<file path="config.mk">
export PLATFORM = sky130hd
export DESIGN_NAME = gs_demux_3
export DESIGN_NICKNAME = d
export VERILOG_FILES = /design/src/rtl/gs_demux_3.sv
export SDC_FILE = /design/constraint.sdc
export NUM_CORES = 1
export LEC_CHECK = 0
export BUFFER_PORTS_ARGS = -buffer_cell sky130_fd_sc_hd__buf_2
export CORE_ASPECT_RATIO = 1.2
export CORE_UTILIZATION = 61
export DETAILED_ROUTE_END_ITERATION = 10
export HOLD_SLACK_MARGIN = 0.02
export PLACE_DENSITY_LB_ADDON = 0.2
export SLEW_MARGIN = 40
export SYNTH_ARGS = -nofsm -noshare
export SYNTH_HDL_FRONTEND = slang
export SYNTH_SLANG_ARGS = --single-unit
</file>
<file path="constraint.sdc">
create_clock -name clk -period 3.65 [get_ports clk]
set_clock_uncertainty 0.2 [all_clocks]
set_input_delay 0.5475 -clock clk [delete_from_list [all_inputs] [get_ports clk]]
set_output_delay 0.5475 -clock clk [all_outputs]
set_load 0.01 [all_outputs]
</file>
<file path="src/rtl/gs_demux_3.sv">
// ============================================================================
// Module   : gs_demux_3
// Brief    : Registered 1-to-3 valid/ready demultiplexer with a 2-entry FIFO
//            per destination. Optional drop counter: GS_DEMUX_DROP_CNT_EN.
// Revision : 1.0 - initial release
// ============================================================================
`default_nettype none

module gs_demux_3 #(
    parameter int                   SEL_WIDTH = 2,
    parameter int                   SRC_WIDTH = 32,
    parameter logic [SEL_WIDTH-1:0] OUTPUT_0  = SEL_WIDTH'(0),
    parameter logic [SEL_WIDTH-1:0] OUTPUT_1  = SEL_WIDTH'(1),
    parameter logic [SEL_WIDTH-1:0] OUTPUT_2  = SEL_WIDTH'(2)
) (
    input  logic                   clk,
    input  logic                   rst_n,
    input  logic                   in_valid,
    output logic                   in_ready,
    input  logic [SRC_WIDTH-1:0]   in_data,
    input  logic [SEL_WIDTH-1:0]   in_sel,
    output logic [2:0]             out_valid,
    input  logic [2:0]             out_ready,
    output logic [3*SRC_WIDTH-1:0] out_data,
`ifdef GS_DEMUX_DROP_CNT_EN
    output logic [7:0]             drop_cnt,
`endif
    output logic                   drop_pulse
);

    localparam int c_NPORT = 3;

    logic [c_NPORT-1:0] w_hit;
    logic [c_NPORT-1:0] w_full;
    logic [c_NPORT-1:0] w_push;
    logic               w_drop;
    logic               drop_pulse_q;

    // Priority-encode the decode so overlapping codes can never push twice.
    assign w_hit[0] = (in_sel == OUTPUT_0);
    assign w_hit[1] = (in_sel == OUTPUT_1) && !w_hit[0];
    assign w_hit[2] = (in_sel == OUTPUT_2) && !w_hit[0] && !w_hit[1];

    assign in_ready = (|w_hit) ? !(|(w_hit & w_full)) : 1'b1;
    assign w_push   = (in_valid && in_ready) ? w_hit : '0;
    assign w_drop   = in_valid && !(|w_hit);

    generate
        for (genvar i = 0; i < c_NPORT; i++) begin : g_port
            logic [SRC_WIDTH-1:0] mem_q [2];
            logic                 wptr_q;
            logic                 rptr_q;
            logic [1:0]           cnt_q;
            logic [1:0]           cnt_d;
            logic                 w_pop;

            assign w_full[i] = (cnt_q == 2'd2);
            assign w_pop     = (cnt_q != 2'd0) && out_ready[i];

            always_comb begin
                cnt_d = cnt_q;
                if (w_push[i] && !w_pop) begin
                    cnt_d = cnt_q + 2'd1;
                end else if (w_pop && !w_push[i]) begin
                    cnt_d = cnt_q - 2'd1;
                end
            end

            always_ff @(posedge clk or negedge rst_n) begin
                if (!rst_n) begin
                    mem_q[0] <= '0;
                    mem_q[1] <= '0;
                    wptr_q   <= 1'b0;
                    rptr_q   <= 1'b0;
                    cnt_q    <= 2'd0;
                end else begin
                    if (w_push[i]) begin
                        mem_q[wptr_q] <= in_data;
                        wptr_q        <= ~wptr_q;
                    end
                    if (w_pop) begin
                        rptr_q <= ~rptr_q;
                    end
                    cnt_q <= cnt_d;
                end
            end

            assign out_valid[i]                       = (cnt_q != 2'd0);
            assign out_data[i*SRC_WIDTH +: SRC_WIDTH] = mem_q[rptr_q];
        end
    endgenerate

    always_ff @(posedge clk or negedge rst_n) begin
        if (!rst_n) begin
            drop_pulse_q <= 1'b0;
        end else begin
            drop_pulse_q <= w_drop;
        end
    end

    assign drop_pulse = drop_pulse_q;

`ifdef GS_DEMUX_DROP_CNT_EN
    logic [7:0] drop_cnt_q;

    always_ff @(posedge clk or negedge rst_n) begin
        if (!rst_n) begin
            drop_cnt_q <= 8'd0;
        end else if (w_drop && (drop_cnt_q != 8'hFF)) begin
            drop_cnt_q <= drop_cnt_q + 8'd1;
        end
    end

    assign drop_cnt = drop_cnt_q;
`endif

endmodule

`default_nettype wire

</file>
# Word level (Yosys, flattened, before mapping)

Index checks and enable logic that the tools add are counted.

$add $sub $neg: 6
Magnitude comparators: 9
Equality and inequality tests: 5
Multiplexer cells: 26
Bitwise gates (word level): 13
Reduce and logical (&&, ||, !) cells: 36

Operators with widths:

| cell                | count |
|---|---|
| $mux 32             | 12 |
| $bwmux 64           | 3 |
| $demux 32 s1        | 3 |
| $logic_and 1x1->1   | 17 |
| $ge 2x2->1 const B  | 6 |
| $mux 2              | 6 |
| $not 1->2           | 6 |
| $reduce_bool 2->1   | 6 |
| $logic_not 1->1     | 10 |
| $eq 2x2->1 const B  | 4 |
| $add 2x1->2 const B | 3 |
| $lt 2x1->1 const B  | 3 |
| $not 1->1           | 6 |
| $reduce_or 3->1     | 2 |
| $sub 2x1->2 const B | 3 |
| $and 3x3->3         | 1 |
| $mux 3              | 1 |
| $eq 2x1->1 const B  | 1 |
| $logic_not 2->1     | 1 |
| $mux 1              | 1 |

Bits in registers: 205
Output and inout port bits: 101
Word-level logic and storage cells: 111

# Depth between registers and ports, before layout

Gate-level depths: netlist of run 1.

Depth after elaboration: 15
Depth in mapped cells: 7

# Least setup slack after synthesis of run 1

Ideal clock, no wire load.

Path kind: input port to flip-flop
Start point: input port in_valid
End point: register g_port[2].mem_q[33] (netlist bit)
Data arrival time: 1726 ps
Data required time: 3325 ps
Setup slack: 1599 ps
Stages on the path: 6
Path buffers: 3
Cell sequence: buf_4 > nand2_1 > or4_4 > buf_6 > buf_12 > mux2_4

Cells in the longest elaborated chain, start to end: 2

Ends and longest elaborated chain:

| item                            | line | source |
|---|---|---|
| from (decl)                     | 18   | `input logic in_valid,` |
| $logic_and 1x1->1               | 45   | `assign w_push = (in_valid && in_ready) ? w_hit : '0;` |
| $mux 3                          | 45   |  |
| to (signal, indexed assignment) | 78   | `mem_q[wptr_q] <= in_data;` |
| to (decl)                       | 50   | `logic [SRC_WIDTH-1:0] mem_q [2];` |

Every way passes these cells.
A chain may end at the register's enable or synchronous reset.

# Final worst setup path of run 1

Start point: register g_port[2].rptr_q
End point: output port out_data[95]

Cells in the longest elaborated chain, start to end: 4

Ends and longest elaborated chain:

| item                                       | line | source |
|---|---|---|
| from (decl)                                | 52   | `logic rptr_q;` |
| from (signal assigned)                     | 82   | `rptr_q <= ~rptr_q;` |
| $not 1->2 (not written as such)            | 89   | `assign out_data[i*SRC_WIDTH +: SRC_WIDTH] = mem_q[rptr_q];` |
| $mux 32 (not written as such) (3 in a row) | 89   |  |
| to (decl)                                  | 24   | `output logic [3*SRC_WIDTH-1:0] out_data,` |

Every way passes these cells. The select of a mux whose other input is x is not followed.

==> summary.txt, run 1 <==
Outcome
  – Outcome: completed

Synth
  – Synthesized Nets: 616
  – YS warnings: 0
  – Combinational family with the most area after synthesis: multiplexers
  – Simple-Gate Fraction of Synth Area: 1.84%
  – Xor/xnor cell area share of the yosys netlist: under 10%
  – Yosys cell types: 27
  – Flops & latches, synth: around 210
  – Top-area cell type share of the netlist area: 56.7%
  – Ys flop type: dfrtp_1
  – Top cell type by total area after synthesis: dfrtp_1
  – Share of synthesized registers carrying an async set or reset: 100%
  – Synth area leaders: dfrtp_1 (57%), mux2_2 (32%), mux2_4 (5.0%), xor2_1 (0.87%), buf_12 (0.66%)
  – Adder and majority cell fraction of the synthesized area: less than 1%
  – Multiplexer share of the synthesized area: between 30% and 40%
  – Compound-Gate Fraction of Synth Area: 0.166%
  – Synth Area per Inst: around 16 um2
  – Number of standard cells after synthesis: 573
  – Area of the mapped netlist: between 9000 and 10000 um2
  – Part of the Yosys area used for sequential elements: between 50% and 60%
  – Post-synth EDFFs: 0

Global routing
  – Maximum number of pins on one net before global-route repair: 103
  – Antenna violations before repair: 0
  – Overflow left after global routing: 0
  – Global-route wire length before repair: about 29000 um
  – Number of global-route vias before repair: ~5600
  – Total track usage: roughly a quarter

Final layout
  – Top library cells by usage in the layout, fill and taps aside: mux2_2 (256), dfrtp_1 (202), buf_2 (139)
  – Inserted Diodes: 0
  – Finished Layout Cells: ~900
  – Final net count: 756
  – Most common library cell in the layout ignoring fill and taps: mux2_2
  – Layout cells sized above 1: 65.1%
  – Layout overhead on the synthesized area: 16.1%

CTS
  – TritonCTS clock tree: yes
  – Number of buffers created by CTS: 20
  – Depth of the CTS H-tree: 1
  – Number of post-CTS setup repair buffers: 0
  – Clock Root Buffer: clkbuf_16
  – Clock tree buffer depth: 3
  – Clk slew on worst S/H paths: approximately 0.060 ns
  – Clock sink total: roughly 210
  – Clk Latency, worst-skew pair: ~0.48 ns

Timing
  – Transition time at the pin with the least slew margin: 0.705 ns
  – Final Hold Viols: 0
  – Sum of negative setup slack: 0 ns
  – Crit path time final: 2.62 ns
  – Count of final max-slew check failures: 0
  – Maximum clock frequency: ~380 MHz
  – Final number of setup-violating endpoints: 0
  – Tightest slew margin relative to the limit: 53.0%
  – Fin crit share: a little under three quarters
  – Unrepaired setup endpoints after global routing: false

Hold path
  – Worst hold path startpoint: out_ready[0]
  – Endpoint of the worst hold-timing path: g_port[0].rptr_q$_DFFE_PN0P_
  – Classification of the worst-slack hold path: in2reg
  – Min-Delay Path Depth: 3

Power
  – Pwr Density: 959 nW/um2
  – Leakage power: between 4 and 5 nW
  – Worst vdd rail ir drop: ~0.00053 V

Die
  – I/O pin count: ~140
  – Vertical die dimension: approximately 140 um
  – Initial standard-cell utilization of the core: roughly 63%
  – Floorplan Core Area: around 14000 um2
  – Total die area: between 15000 and 20000 um2
  – DIE WIDTH: 113 um
  – Num rows: 48

Placed design
  – Routability-driven placement congestion ratio: approximately 0.74
  – Number of placed instances, taps included: approximately 860
  – I/O Buffers: 140
  – Detail Placement HPWL: 11400 um

Worst setup path
  – Endpoint required time on the critical path: slightly below 3 ns
  – Worst R2R Setup Slack: ~1.5 ns
  – Class of the most critical setup path: reg2out
  – Worst reg2reg startpoint: g_port[2].cnt_q[1]$_DFFE_PN0P_
  – Endpoint class of the critical path: primary output
  – Launching element type of the critical path: register
  – Capture point of the worst reg-to-reg path: g_port[2].mem_q[52]$_DFFE_PN0P_
  – Arrival time worst endpoint: 1.87 ns
  – Startpoint of the most critical setup path: g_port[2].rptr_q$_DFFE_PN0P_
  – Crit-path max FO: 33
  – Number of cells traversed by the worst register-to-register path: 3

Detailed routing
  – Average wire length per cell after detail routing: ~20 um
  – DRC marker count from the first detailed-route iteration: 183
  – Number of nets with antenna violations after routing: 0
  – Total wire length: roughly 18000 um
  – Vias: slightly above 5000
  – Number of iterations in the first detailed-routing pass: 4
  – Post-route DRC violation count: 0
  – Vias per cell: 5.70

Job
  – Max-cap violation count: 0
[flip-flops by register name (all words and copies together), names as in the netlist]
signal and count:
g_port.mem_q 192, drop_pulse 1, g_port.wptr_q 3, g_port.rptr_q 3
g_port.cnt_q 6
[layer usage]
metal	global-route usage (%)	up-vias	part of all wire, %
met3	4.74	29	4.6
met2	42.5	122	52
met5	0	-	0
met4	5.99	0	1.5
met1	31.5	2643	42
li1	-	2331	-
[critical path, cell delays in order (launching register included)]
cell     delay (ns)
dfrtp_4        0.79
mux2_2         0.44
buf_2          0.15
[stage by stage]
step / util [%] / setup slack, ns / area [um2] / total power, W / hold slack (ns)
after global placement: 68.4 / 1.33 / 9860 / 0.00799 / 0.263
after detailed placement: 68.4 / 1.30 / 9860 / 0.00818 / 0.271
after CTS: 72.7 / 0.827 / 10500 / 0.0102 / 0.142
after floorplan: - / 1.60 / 9050 / 0.00675 / 0.0519
after global routing: 72.9 / 0.972 / 10500 / 0.0106 / 0.162
final: 72.9 / 1.03 / 10500 / 0.0101 / 0.150
[worst max path at each step]
stage	to	slack, ns	cells past startpoint
global route	out_data[95]	0.97	2
detailed placement	g_port[2].mem_q[34]$_DFFE_PN0P_	1.30	4
finish	out_data[95]	1.03	2
CTS	out_data[30]	0.83	2
floorplan	g_port[2].mem_q[33]$_DFFE_PN0P_	1.60	6
global placement	g_port[2].mem_q[39]$_DFFE_PN0P_	1.33	4
[where the power goes]
group | total [W] | switching [W] | leakage (nW) | internal [W]
combinational | 0.00390 | 0.00155 | 2.19 | 0.00235
sequential | 0.00426 | 0.000838 | 2.47 | 0.00342
clock | 0.00192 | 0.000802 | 0.294 | 0.00111
[cells in the mapped netlist (all sizes together), types with 2 or more instances]
master  number
mux2       288
dfrtp      205
buf         20
clkbuf      13
xor2         9
xnor2        6
nand2        4
nor2         4
and3         3
ha           3
o21ai        3
or2          3
nand2b       2
nand4b       2
nor2b        2
[area by class of cell]
| type | count | area (um2) |
|---|---|---|
| sequential | 205 | 5140 |
| fill | 957 | 3910 |
| multi-input combinational | 335 | 3720 |
| timing repair buffer | 151 | 828 |
| clock buffer | 32 | 597 |
| tap | 175 | 219 |
| clock inverter | 1 | 5.00 |
[timing repair]
action,in CTS,in global routing
gates resized for setup,0,0
setup endpoints to repair,0,0
hold buffers,1,0
hold endpoints to repair,100,0
[cell families after synthesis]
group	count (synthesis)
flip-flops	205
AND/OR/NAND/NOR	26
adder cells (fa/ha/maj)	3
AO/OA/AOI/OAI	3
multiplexers	288
buffers and inverters	33
XOR/XNOR	15
No activity file was read; power rests on OpenSTA's default activity.
==> inputs of run 2 (changes only) <==
Settings changed: CORE_UTILIZATION 61 to 57.
Clock period 3.65 ns to 2.7 ns, I/O delays scaled along.
==> run 2 against run 1 <==
- non-clock buffer count is 16 higher
- global-route usage shrank 0.67 points
- register-to-register slack worse by 0.90 ns
- combinational power is 44% higher
- utilization decreased by 3.8 points
- first-iteration DRC count grew 2.7%
- critical path type unchanged
- sequential power increased by 30%
- critical endpoint is now out_data[42]
==> summary.txt, run 2 (synthesized netlist as in run 1, its figures left out) <==
Hold path
  – Min-Delay Path Depth: 2
  – Classification of the worst-slack hold path: in2reg

Timing
  – Unrepaired setup endpoints after global routing: false
  – Count of final max-slew check failures: 0
  – Final Hold Viols: 0
  – Sum of negative setup slack: 0 ns
  – Crit path time final: 2.51 ns
  – Transition time at the pin with the least slew margin: approximately 0.66 ns
  – Tightest slew margin relative to the limit: 56.1%
  – Maximum clock frequency: around 400 MHz
  – Final number of setup-violating endpoints: 0
  – Fin crit share: between 90% and 100%

Detailed routing
  – Number of iterations in the first detailed-routing pass: 4
  – Number of nets with antenna violations after routing: 0
  – Total wire length: roughly 18000 um
  – Post-route DRC violation count: 0
  – DRC marker count from the first detailed-route iteration: between 150 and 200
  – Vias: 5237
  – Average wire length per cell after detail routing: a little under 20 um
  – Vias per cell: between 5 and 6

Worst setup path
  – Delay contributed by the slowest stage of the critical path: approximately 0.67 ns
  – Crit-path max FO: 18
  – Crit path cell chain: buf_12 > mux2_2 > buf_2
  – Endpoint required time on the critical path: between 2 and 2.5 ns
  – Cell family with the largest share of critical-path delay: flip-flops
  – Launching element type of the critical path: register
  – Arrival time worst endpoint: about 1.9 ns
  – Slowest library cell on the worst path: dfrtp_2
  – Number of buffer and inverter instances along the worst setup path: 2
  – Endpoint class of the critical path: primary output
  – Class of the most critical setup path: reg2out
  – Number of cells traversed by the worst register-to-register path: 3
  – Total number of cells along the worst setup path: 3

Global routing
  – Maximum number of pins on one net before global-route repair: 71
  – Total track usage: 23.7%
  – Number of global-route vias before repair: ~5600
  – Antenna violations before repair: 0
  – Overflow left after global routing: 0
  – Global-route wire length before repair: 30000 um

Job
  – Max-cap violation count: 0

CTS
  – TritonCTS clock tree: yes
  – Number of cells upsized or downsized after cts: 0
  – Clk Latency, worst-skew pair: 0.48 ns
  – Clock tree buffer depth: 3
  – Clk slew on worst S/H paths: about 0.06 ns
  – Clock Root Buffer: clkbuf_16
  – Clock sink total: 205
  – Number of buffers created by CTS: 21
  – Depth of the CTS H-tree: 1

Placed design
  – I/O Buffers: 140
  – Number of placed instances, taps included: 900
  – Detail Placement HPWL: around 12000 um
  – Routability-driven placement congestion ratio: 0.759

Final layout
  – Biggest registers after layout: g_port.mem_q: 192 flops, g_port.cnt_q: 6 flops
  – Number of fill cells: between 1000 and 1500
  – Finished Layout Cells: about 950
  – Final net count: about 770
  – Layout cells sized above 1: between 60% and 70%
  – Multi-input logic area: 3720 um2
  – Top library cells by usage in the layout, fill and taps aside: mux2_2 (256), dfrtp_1 (202), buf_2 (139)
  – Layout overhead on the synthesized area: 19.0%
  – Largest Register: g_port.mem_q
  – Most common library cell in the layout ignoring fill and taps: mux2_2
  – Inserted Diodes: 0
  – Max reg flops: 192
  – Register area: 5130 um2

Power
  – Clock power frac: between 10% and 20%
  – Pwr Density: roughly 1300 nW/um2
  – Net load switching power: roughly 0.0044 W
  – Int Pwr: approximately 0.0094 W
  – Sequential share of power: 40.0%
  – Combinational fraction of design power: roughly 40%
  – Worst vdd rail ir drop: ~0.00089 V
  – Leakage power: between 5 and 6 nW
  – Switching portion of total power: a little under a third

Die
  – Total die area: approximately 16000 um2
  – Vertical die dimension: approximately 140 um
  – DIE WIDTH: approximately 120 um
  – I/O pin count: ~140
  – Floorplan Core Area: 15600 um2
  – Num rows: 50
  – Initial standard-cell utilization of the core: between 50% and 60%

Outcome
  – Outcome: completed
[run 2: changes by cell type in the layout (fill, tap and decap cells not counted), sizes merged]
cell,before,now
dlygate4sd3,1,15
clkbuf,32,33
clkinv,1,5
buf,150,151
inv,0,1
[run 2: cell type report]
type	instances	area share [%]
repair buffers	167	9.40
multi-input cells	335	34.5
well taps	208	2.42
clock inverters	6	0.314
clock buffers	32	5.64
flip-flops and latches	205	47.7
[run 2: final timing paths]
| path | from | to | slack (ns) |
|---|---|---|---|
| max in group asynchronous | rst_n | g_port[1].mem_q[3]$_DFFE_PN0P_ | 1.26 |
| min in group asynchronous | rst_n | g_port[1].mem_q[17]$_DFFE_PN0P_ | 0.26 |
| min reg2reg | g_port[1].mem_q[2]$_DFFE_PN0P_ | g_port[1].mem_q[2]$_DFFE_PN0P_ | 0.29 |
| max | g_port[1].rptr_q$_DFFE_PN0P_ | out_data[42] | 0.19 |
| min | in_data[3] | g_port[1].mem_q[3]$_DFFE_PN0P_ | 0.04 |
| max reg2reg | g_port[2].cnt_q[1]$_DFFE_PN0P_ | g_port[2].mem_q[54]$_DFFE_PN0P_ | 0.55 |
[run 2: repair_timing]
item,CTS,global route
hold buffers,15,0
setup buffers,0,0
endpoints found under the hold margin,98,0
[run 2: metrics by stage]
step                      hold slack (ns)  worst slack, ns  instance area [um2]  utilization, %  total power [W]
final                              0.0367            0.194                10800            69.1           0.0138
after global routing               0.0292            0.114                10800            69.1           0.0146
after CTS                          0.0205            0.145                10800            69.1           0.0140
after detailed placement            0.209            0.502                 9970            64.0           0.0112
after global placement              0.199            0.558                 9970            64.0           0.0109
after floorplan                   -0.0906            0.777                 9050               -          0.00913
[run 2: worst reg2reg max path, stage by stage, from the launching register on]
cell     delay, ns
dfrtp_1       0.41
nor2b_2       0.20
or4_4         0.80
mux2_4        0.42
[run 2: power groups by stage]
stage / Sequential (W) / Combinational [W] / Clock (W)
2_1_floorplan: 0.00515 / 0.00398 / 0
3_3_place_gp: 0.00544 / 0.00547 / 0
3_5_place_dp: 0.00559 / 0.00562 / 0
4_1_cts: 0.00555 / 0.00567 / 0.00275
5_1_grt: 0.00574 / 0.00603 / 0.00287
6_report: 0.00553 / 0.00561 / 0.00268
[run 2: routing by layer]
metal	GRT usage, %	share of wire [%]	up-vias
met5	0	0	-
met4	4.86	1.2	0
met3	3.46	4.1	19
met2	41.6	51	123
met1	31.1	43	2715
li1	-	-	2380
==> inputs of run 3 (changes only) <==
Settings changed: REMOVE_ABC_BUFFERS set to 1.
==> run 3 against run 2 <==
- combinational power hardly changed
- wire length increased by 2.4%
- register-to-register slack about the same
- clock power increased by 4%
- clock-buffer cell count down 1
- critical endpoint is now out_data[4]
- largest power group unchanged
==> summary.txt, run 3 (synthesized netlist as in run 1, its figures left out) <==
Die
  – Num rows: 50
  – Initial standard-cell utilization of the core: 58.1%
  – Vertical die dimension: roughly 140 um
  – Floorplan Core Area: between 15000 and 20000 um2
  – I/O pin count: 141
  – Total die area: roughly 16000 um2
  – DIE WIDTH: roughly 120 um

Worst setup path
  – Worst R2R Setup Slack: between 0.5 and 0.6 ns
  – Cell family with the largest share of critical-path delay: flip-flops
  – Worst reg2reg startpoint: g_port[2].cnt_q[1]$_DFFE_PN0P_
  – Endpoint class of the critical path: primary output
  – Endpoint required time on the critical path: 2.10 ns
  – Launching element type of the critical path: register
  – Crit path cell chain: buf_12 > mux2_2 > buf_2
  – Slowest library cell on the worst path: dfrtp_2
  – Crit-path max FO: 20
  – Delay contributed by the slowest stage of the critical path: around 0.63 ns
  – Arrival time worst endpoint: approximately 1.9 ns
  – Class of the most critical setup path: reg2out
  – Number of cells traversed by the worst register-to-register path: 3
  – Capture point of the worst reg-to-reg path: g_port[2].mem_q[61]$_DFFE_PN0P_
  – Number of buffer and inverter instances along the worst setup path: 2

Timing
  – Fin crit share: 92.2%
  – Final number of setup-violating endpoints: 0
  – Unrepaired setup endpoints after global routing: false
  – Final Hold Viols: 0
  – Crit path time final: roughly 2.5 ns
  – Count of final max-slew check failures: 0
  – Transition time at the pin with the least slew margin: 0.685 ns
  – Tightest slew margin relative to the limit: 54.4%
  – Maximum clock frequency: 402 MHz
  – Sum of negative setup slack: 0 ns

Final layout
  – Multi-input logic area: 3720 um2
  – Final Util: between 60 and 70%
  – Inserted Diodes: 0
  – Largest Register: g_port.mem_q
  – Final net count: between 700 and 800
  – Most common library cell in the layout ignoring fill and taps: mux2_2
  – Layout overhead on the synthesized area: 19.5%
  – Max reg flops: roughly 190
  – Top library cells by usage in the layout, fill and taps aside: mux2_2 (256), dfrtp_1 (202), buf_2 (139)
  – Biggest registers after layout: g_port.mem_q: 192 flops, g_port.cnt_q: 6 flops
  – Layout cells sized above 1: roughly 65%
  – Number of fill cells: about 1100
  – Register area: 5130 um2

Detailed routing
  – Vias per cell: around 5.6
  – Vias: 5284
  – Number of iterations in the first detailed-routing pass: 4
  – Average wire length per cell after detail routing: approximately 20 um
  – Number of nets with antenna violations after routing: 0
  – DRC marker count from the first detailed-route iteration: ~270
  – Total wire length: roughly 19000 um
  – Post-route DRC violation count: 0

Global routing
  – Maximum number of pins on one net before global-route repair: 57
  – Overflow left after global routing: 0
  – Total track usage: around a quarter
  – Number of global-route vias before repair: a little under 6000
  – Antenna violations before repair: 0
  – Global-route wire length before repair: between 30000 and 40000 um

Job
  – Max-cap violation count: 0

Placed design
  – Routability-driven placement congestion ratio: about 0.75
  – Detail Placement HPWL: 12000 um
  – I/O Buffers: between 100 and 150

CTS
  – TritonCTS clock tree: yes
  – Number of post-CTS setup repair buffers: 0
  – Number of buffers created by CTS: 20
  – Clk slew on worst S/H paths: around 0.06 ns
  – Clock tree buffer depth: 3
  – Clock Root Buffer: clkbuf_16
  – Clock sink total: 205
  – Depth of the CTS H-tree: 1
  – Clk Latency, worst-skew pair: about 0.48 ns

Power
  – Pwr Density: 1290 nW/um2
  – Worst vdd rail ir drop: between 0.0007 and 0.0008 V
  – Final Total Pwr: between 0.01 and 0.015 W
  – Leakage power: between 5 and 6 nW

Hold path
  – Endpoint of the worst hold-timing path: g_port[0].mem_q[39]$_DFFE_PN0P_
  – Min-Delay Path Depth: 2
  – Classification of the worst-slack hold path: in2reg
  – Worst hold path startpoint: in_data[7]

Outcome
  – Outcome: completed
-- run 3: cell count changes in the layout (fill, tap and decap cells not counted), sizes merged --
cell and delta:
bufinv +1, clkbuf -1, clkinv -3, dlygate4sd3 -1
inv -1
-- run 3: worst max-delay path by stage --
stage                                               from                              end  slack [ns]  cells past startpoint
after global placement                         in_sel[0]  g_port[2].mem_q[61]$_DFFE_PN0P_        0.56                      3
after global routing        g_port[2].rptr_q$_DFFE_PN0P_                     out_data[71]        0.15                      3
after CTS                   g_port[0].rptr_q$_DFFE_PN0P_                     out_data[12]        0.16                      3
after floorplan           g_port[2].cnt_q[1]$_DFFE_PN0P_   g_port[2].mem_q[0]$_DFFE_PN0P_       -0.48                      3
after detailed placement                        in_valid  g_port[2].mem_q[53]$_DFFE_PN0P_        0.49                      4
final                       g_port[0].rptr_q$_DFFE_PN0P_                      out_data[4]        0.21                      3
-- run 3: where the power goes --
part	switching (W)	internal, W
combinational	0.00235	0.00328
clock	0.00110	0.00167
sequential	0.000949	0.00461
total	0.00440	0.00957
-- run 3: layout make-up --
| type | count | share of cell area (%) |
|---|---|---|
| Clock buffer | 31 | 5.76 |
| Clock inverter | 3 | 0.370 |
| Multi-Input combinational cell | 335 | 34.4 |
| Sequential cell | 205 | 47.5 |
| Tap cell | 208 | 2.41 |
| Timing Repair Buffer | 166 | 9.62 |
-- run 3: repair_timing --
action,4_1_cts,5_1_grt
hold buffers,14,0
hold endpoints to repair,74,0
gates resized for setup,0,0
-- run 3: layer usage --
metal,track usage [%],vias up,wire [um]
li1,-,2356,-
met1,31.0,2795,7900
met2,42.4,108,9870
met3,4.15,25,809
met4,6.66,0,374
met5,0,-,0
-- run 3: through the flow --
stage	area (um2)	std cells	worst slack, ns	hold WS, ns
3_5_place_dp	10000	900	0.492	0.205
3_3_place_gp	10000	900	0.556	0.196
2_1_floorplan	8840	540	-0.478	-0.0906
5_1_grt	10800	948	0.146	0.0262
6_report	10800	948	0.211	0.0332
4_1_cts	10800	948	0.157	0.0204
